`config.mk`:
```
export PLATFORM = sky130hd
export DESIGN_NAME = fifo_uart_tx
export DESIGN_NICKNAME = d
export VERILOG_FILES = /design/src/rtl/fifo_uart_tx.sv
export SDC_FILE = /design/constraint.sdc
export NUM_CORES = 1
export LEC_CHECK = 0
export BUFFER_PORTS_ARGS = -buffer_cell sky130_fd_sc_hd__clkbuf_2
export CORE_UTILIZATION = 55
export DETAILED_ROUTE_END_ITERATION = 8
export GPL_TIMING_DRIVEN = 1
export PLACE_DENSITY = 0.74
export RECOVER_POWER = 50
export SLEW_MARGIN = 20
export SYNTH_ARGS = -nofsm -noshare
export SYNTH_HDL_FRONTEND = slang
export SYNTH_SLANG_ARGS = --single-unit
```
`constraint.sdc`:
```
create_clock -name clk -period 2.55 [get_ports clk]
set_input_delay 0 -clock clk [delete_from_list [all_inputs] [get_ports clk]]
set_output_delay 0 -clock clk [all_outputs]
set_load 0.02 [all_outputs]
```
`src/rtl/fifo_uart_tx.sv`:
```
`timescale 1ns/1ps
// Pops one FIFO word per frame and serialises it as 8N1 UART, LSB first; read strobe one cycle after empty falls.
// Frame = FETCH + (DATA_WIDTH+2)*CLKS_PER_BIT cycles; the FIFO is the only backpressure, words wait there until popped.
module fifo_uart_tx #(
    parameter int DATA_WIDTH   = 8,
    parameter int CLKS_PER_BIT = 10416
) (
    input  logic                  clk,
    input  logic                  rst,
    input  logic                  fifo_empty,
    input  logic [DATA_WIDTH-1:0] fifo_rdata,
    output logic                  fifo_re,
    output logic                  tx,
    output logic                  tx_busy,
    output logic                  tx_done
);
    localparam int BAUD_W = $clog2(CLKS_PER_BIT);
    localparam int BIT_W  = $clog2(DATA_WIDTH) + 1;
    localparam logic [BAUD_W-1:0] BAUD_LAST = BAUD_W'(CLKS_PER_BIT - 1);
    localparam logic [BAUD_W-1:0] BAUD_PRE  = BAUD_W'(CLKS_PER_BIT - 2);
    localparam logic [BIT_W-1:0]  BIT_LAST  = BIT_W'(DATA_WIDTH - 1);

    typedef enum logic [2:0] {IDLE, FETCH, START, DATA, STOP} state_t;

    state_t                  state;
    logic [BAUD_W-1:0]       baud_cnt;
    logic [BIT_W-1:0]        bit_cnt;
    logic [DATA_WIDTH-1:0]   shift_reg;
    logic                    bit_end;

    assign bit_end = (baud_cnt == BAUD_LAST);
    assign fifo_re = (state == FETCH);

    always_ff @(posedge clk or posedge rst) begin
        if (rst) begin
            state     <= IDLE;
            tx        <= 1'b1;
            tx_busy   <= 1'b0;
            tx_done   <= 1'b0;
            baud_cnt  <= '0;
            bit_cnt   <= '0;
            shift_reg <= '0;
        end else begin
            tx_done <= 1'b0;
            case (state)
                IDLE: begin
                    tx <= 1'b1;
                    if (!fifo_empty) begin
                        state   <= FETCH;
                        tx_busy <= 1'b1;
                    end
                end
                FETCH: begin
                    shift_reg <= fifo_rdata;
                    baud_cnt  <= '0;
                    tx        <= 1'b0;
                    state     <= START;
                end
                START: begin
                    if (bit_end) begin
                        baud_cnt <= '0;
                        bit_cnt  <= '0;
                        tx       <= shift_reg[0];
                        state    <= DATA;
                    end else begin
                        baud_cnt <= baud_cnt + 1'b1;
                    end
                end
                DATA: begin
                    if (bit_end) begin
                        baud_cnt  <= '0;
                        shift_reg <= shift_reg >> 1;
                        bit_cnt   <= bit_cnt + 1'b1;
                        // tx is registered, so present the next bit one shift ahead
                        if (bit_cnt == BIT_LAST) begin
                            tx    <= 1'b1;
                            state <= STOP;
                        end else begin
                            tx <= shift_reg[1];
                        end
                    end else begin
                        baud_cnt <= baud_cnt + 1'b1;
                    end
                end
                STOP: begin
                    if (baud_cnt == BAUD_PRE) tx_done <= 1'b1;
                    if (bit_end) begin
                        baud_cnt <= '0;
                        if (!fifo_empty) begin
                            state <= FETCH;
                        end else begin
                            state   <= IDLE;
                            tx_busy <= 1'b0;
                        end
                    end else begin
                        baud_cnt <= baud_cnt + 1'b1;
                    end
                end
                default: state <= IDLE;
            endcase
        end
    end
endmodule

```
-- Word level (Yosys, flattened, before mapping)
Index checks and enable logic that the tools add are counted.
- flip-flop bits (word level): 32
- bits of input ports: 11
- output and inout port bits: 4
- word-level logic and storage cells: 58
- add/subtract/negate cells: 2
- equality and inequality tests: 13
- muxes and demuxes: 24
- reductions and logical operators: 12
- operators with widths (cell ; count):
    equality test 14 bit (second input constant) ; 2
    one-hot mux 14 bit (2 select lines) ; 1
    one-hot mux 8 bit (2 select lines) ; 1
    2-to-1 mux 3 bit ; 5
    one-hot mux 3 bit (5 select lines) ; 1
    adder 14 x 1 -> 14 bit (second input constant) ; 1
    2-to-1 mux 14 bit ; 1
    != test 2 bit (second input constant) ; 6
    2-to-1 mux 1 bit ; 9
    2-to-1 mux 4 bit ; 2
    2-to-1 mux 8 bit ; 1
    one-hot mux 4 bit (2 select lines) ; 1
    nonzero test 2 bit ; 4
    equality test 3 x 2 -> 1 bit (second input constant) ; 2
    AND reduction 3 bit ; 2
    AND reduction 5 bit ; 1
    adder 4 x 1 -> 4 bit (second input constant) ; 1
    equality test 4 x 3 -> 1 bit (second input constant) ; 1
    one-hot mux 1 bit (4 select lines) ; 1
    AND reduction 4 bit ; 1
    nonzero test 4 bit ; 1
    equality test 3 x 1 -> 1 bit (second input constant) ; 1
    equality test 3 bit (second input constant) ; 1
    logical NOT 3 bit ; 1
    other kinds (3) ; 3

-- Longest topological paths before layout
- depth in word-level cells: 4
- depth in mapped cells: 6
- mapped depth without buffers: 5

-- Least setup slack after synthesis
No wires, ideal clock.
- kind: reg-to-reg
- start: register baud_cnt[8]
- end: register shift_reg[0]
- setup time: 0.125 ns
- arrival time: 1.675 ns
- data required time: 2.425 ns
- slack: 0.751 ns
- cell stages (with the launch flop): 5
- buffers on the path: 0
- period minus slack after synthesis: 1.799 ns
- cell sequence: dfrtp_1 > nor4b_4 > nand4_2 > a21oi_2 > mux2_2
- cells in the longest elaborated chain, start to end: 3
- ends and longest elaborated chain (item ; RTL line ; text):
    start, declared ; 26 ; logic [BAUD_W-1:0] baud_cnt;
    start signal, assigned ; 66 ; baud_cnt <= baud_cnt + 1'b1;
    start signal, assigned ; 82 ; baud_cnt <= baud_cnt + 1'b1;
    start signal, assigned ; 96 ; baud_cnt <= baud_cnt + 1'b1;
    equality test 14 bit ; 31 ; assign bit_end = (baud_cnt == BAUD_LAST);
    != test 2 bit (no source line) ; - ;
    AND reduction 2 bit (no source line) ; - ;
    end signal, assigned ; 54 ; shift_reg <= fifo_rdata;
    end signal, assigned ; 72 ; shift_reg <= shift_reg >> 1;
    end, declared ; 28 ; logic [DATA_WIDTH-1:0] shift_reg;
Every way passes these cells.
A chain may end at the register's enable or synchronous reset.

-- Worst setup path in the final report
- start: register baud_cnt[0]
- end: register shift_reg[3]
The elaborated chain is that of the path after synthesis.

==> reports/metrics.cfg <==
[power]
combinationalPowerShare = 0.042
p_switching_uw = 180
switching_share = 0.212
ir_drop_mv = 0.243
internal_power_uw = 669
pwr-share-clk = 0.347
seq_power_share = 0.611
power.leakage_nw = 0.847
power.density_nw_per_um2 = 429

[detailed_routing]
drt_iter0_drc = 42
ant_nets = 0
routed_wl_um = 3550
post_drt_via_cell_ratio = 5.95
drt-pass1-iter-count = 4
drc = 0
wl_per_cell_um = 14.7
vias = 1441

[grt]
gr-total-overflow = 0
antenna_found_initial = 0
grt_max_degree = 33
grt_util_all_layers = 0.236
grt_pass1_vias = 1386
grt_pass1_wl_um = 6020

[job]
drv_cap = 1

[logic_synthesis]
synthArstFlopShare = 1.00
syn_nets = 191
yosysSeqAreaShare = 0.447
synth.most_common_cell = dfrtp_1
synth_top_area_cell = dfrtp_1
synthFlopType = dfrtp_1
post-synth-top-area-fraction = 0.432
yosys.cell_types.count = 47
synth_commonest_cells = dfrtp_1, mux2_2, nand2_1
ys_ff_latch = 32
synth_edf_count = 0
syn_area_um2 = 1790
synth_area_leaders = dfrtp_1, mux2_2, nand2_1
syn_area_per_cell_um2 = 10.1
syn_inst = 177
yosys_warnings = 0

[sta]
fin_crit_ns = 2.08
slew_viol_final = 33
worst_pin_slew_ns = 1.68
fmax_mhz = 481
hold_slack_ns = 0.0267
rsz0062_at_grt = false
fin_tns_setup_ns = 0
maxSlewHeadroom = -0.123
post-route-period-util = 0.815
finalHoldViolCount = 0
layout_setup_ws_ns = 0.471
clock-skew-final_ns = 0.0103
setup_violations = 0

[outcome]
violations = max-capacitance violations, max-slew violations
status = finished, violations left

[place]
dp_worst_setup_slack_ns = 0.458
dp_cells = 231
hpwl_um = 2560
gp_congestion = 0.957
io_buffers = 14

[worst_hold_path]
hp-class = input port to register

[layout]
nets = 211
stdcell_count = 242
num_antenna_cells = 0
layout-drive-gt1-share = 0.247
largest_register_ffs = 14
area_growth_pct = 10.4
fillCellCount = 272
fin_util = 0.643

[setup_path]
cp_slowest_cell = dfrtp_1
critPathKind = register to register
endpoint_kind = register
crit_arrival_ns = 2.30
cp_max_fo = 9
path_cells = ha_1 -> and3_2 -> nand4_2 -> a21oi_2 -> mux2_2
slowest_delay_ns = 0.46
required_ns = 2.78
cp-start-kind = register

[die]
num_rows = 20
fp.coreArea_um2 = 3080
die_width_um = 59.1
start_util = 0.583
die_h_um = 59.1
die-area_um2 = 3490
ios = 15

[clocking]
numCtsBuffers = 5
clkSinkCount = 32
htree_levels = 2
clock_path_buffers = 2
clk_pin_slew_ns = 0.09
cts_resized = 0
cts_tree = done
clock_latency_ns = 0.33
cts-root-buf = clkbuf_4

==> per-layer routing <==
layer  vias to the layer above  GRT usage  part of all wire
met4                         0      0.109             0.017
met2                        36      0.378              0.49
li1                        699          -                 -
met1                       700      0.300              0.45
met3                         6     0.0590             0.043
met5                         -          0                 0
==> metrics by stage <==
stage	area (µm²)	power, mW
2_1_floorplan	1790	0.547
3_3_place_gp	1900	0.560
3_5_place_dp	1900	0.563
4_1_cts	1990	0.864
5_1_grt	1980	0.882
6_report	1980	0.849
==> final timing paths <==
check                               from            to  slack (ns)  depth (start not counted)
setup / recovery             baud_cnt[0]  shift_reg[3]        0.47                          5
hold / removal             fifo_rdata[0]  shift_reg[0]        0.03                          3
setup reg to reg             baud_cnt[0]  shift_reg[3]        0.47                          5
hold reg to reg             shift_reg[6]  shift_reg[6]        0.51                          1
max in group asynchronous            rst  shift_reg[7]        0.80                          4
min in group asynchronous            rst  baud_cnt[12]        0.78                          4
==> power by group through the flow <==
stage | clock network (mW) | logic (mW) | registers, mW
after floorplan | 0 | 0.0194 | 0.528
after global placement | 0 | 0.0325 | 0.528
after detailed placement | 0 | 0.0344 | 0.529
after CTS | 0.308 | 0.0381 | 0.519
after global routing | 0.322 | 0.0409 | 0.520
final | 0.294 | 0.0360 | 0.518
==> timing repair <==
action / CTS / global route
setup endpoints to repair: 0 / 0
endpoints found under the hold margin: 33 / 0
buffers inserted: 0 / 0
hold buffers: 3 / 0
==> cell families after synthesis <==
kind of cell	Yosys count	synth area share
and+or+nand+nor	77	0.258
muxes	17	0.106
buffers and inverters	10	0.0265
adders and majority gates	3	0.0209
DFF	32	0.447
xor gates and xnor gates	6	0.0293
AOI/OAI and AO/OA	32	0.112
==> layout by cell type (no fill, tap or decap), types with 4 or more instances in the layout <==
cell type,netlist,final
dfrtp_1,31,31
mux2_2,16,16
nand2_1,15,15
clkbuf_2,1,12
o21ai_0,11,11
nor2_1,10,10
nand3_1,10,10
nand4_1,8,8
a21oi_1,7,7
xor2_1,6,6
inv_1,5,5
clkbuf_4,0,5
clkbuf_1,2,5
or3_1,4,4
and3_1,4,4
==> final cells by class <==
type	instances	area, µm²	area share
multi-input cells	135	945	0.477
flip-flops and latches	32	802	0.405
repair buffers	18	101	0.0512
clock buffers	8	58.8	0.0297
well taps	44	55.1	0.0278
inverters	5	18.8	0.00948
==> critical path, delay by kind of cell, from the launching register on <==
family / cells / cell delay [ns]
AND/OR/NAND/NOR: 2 / 0.46
flip-flops: 1 / 0.46
adder cells (fa/ha/maj): 1 / 0.24
multiplexers: 1 / 0.39
AO/OA/AOI/OAI: 1 / 0.44
No activity file was read; power rests on OpenSTA's default activity.
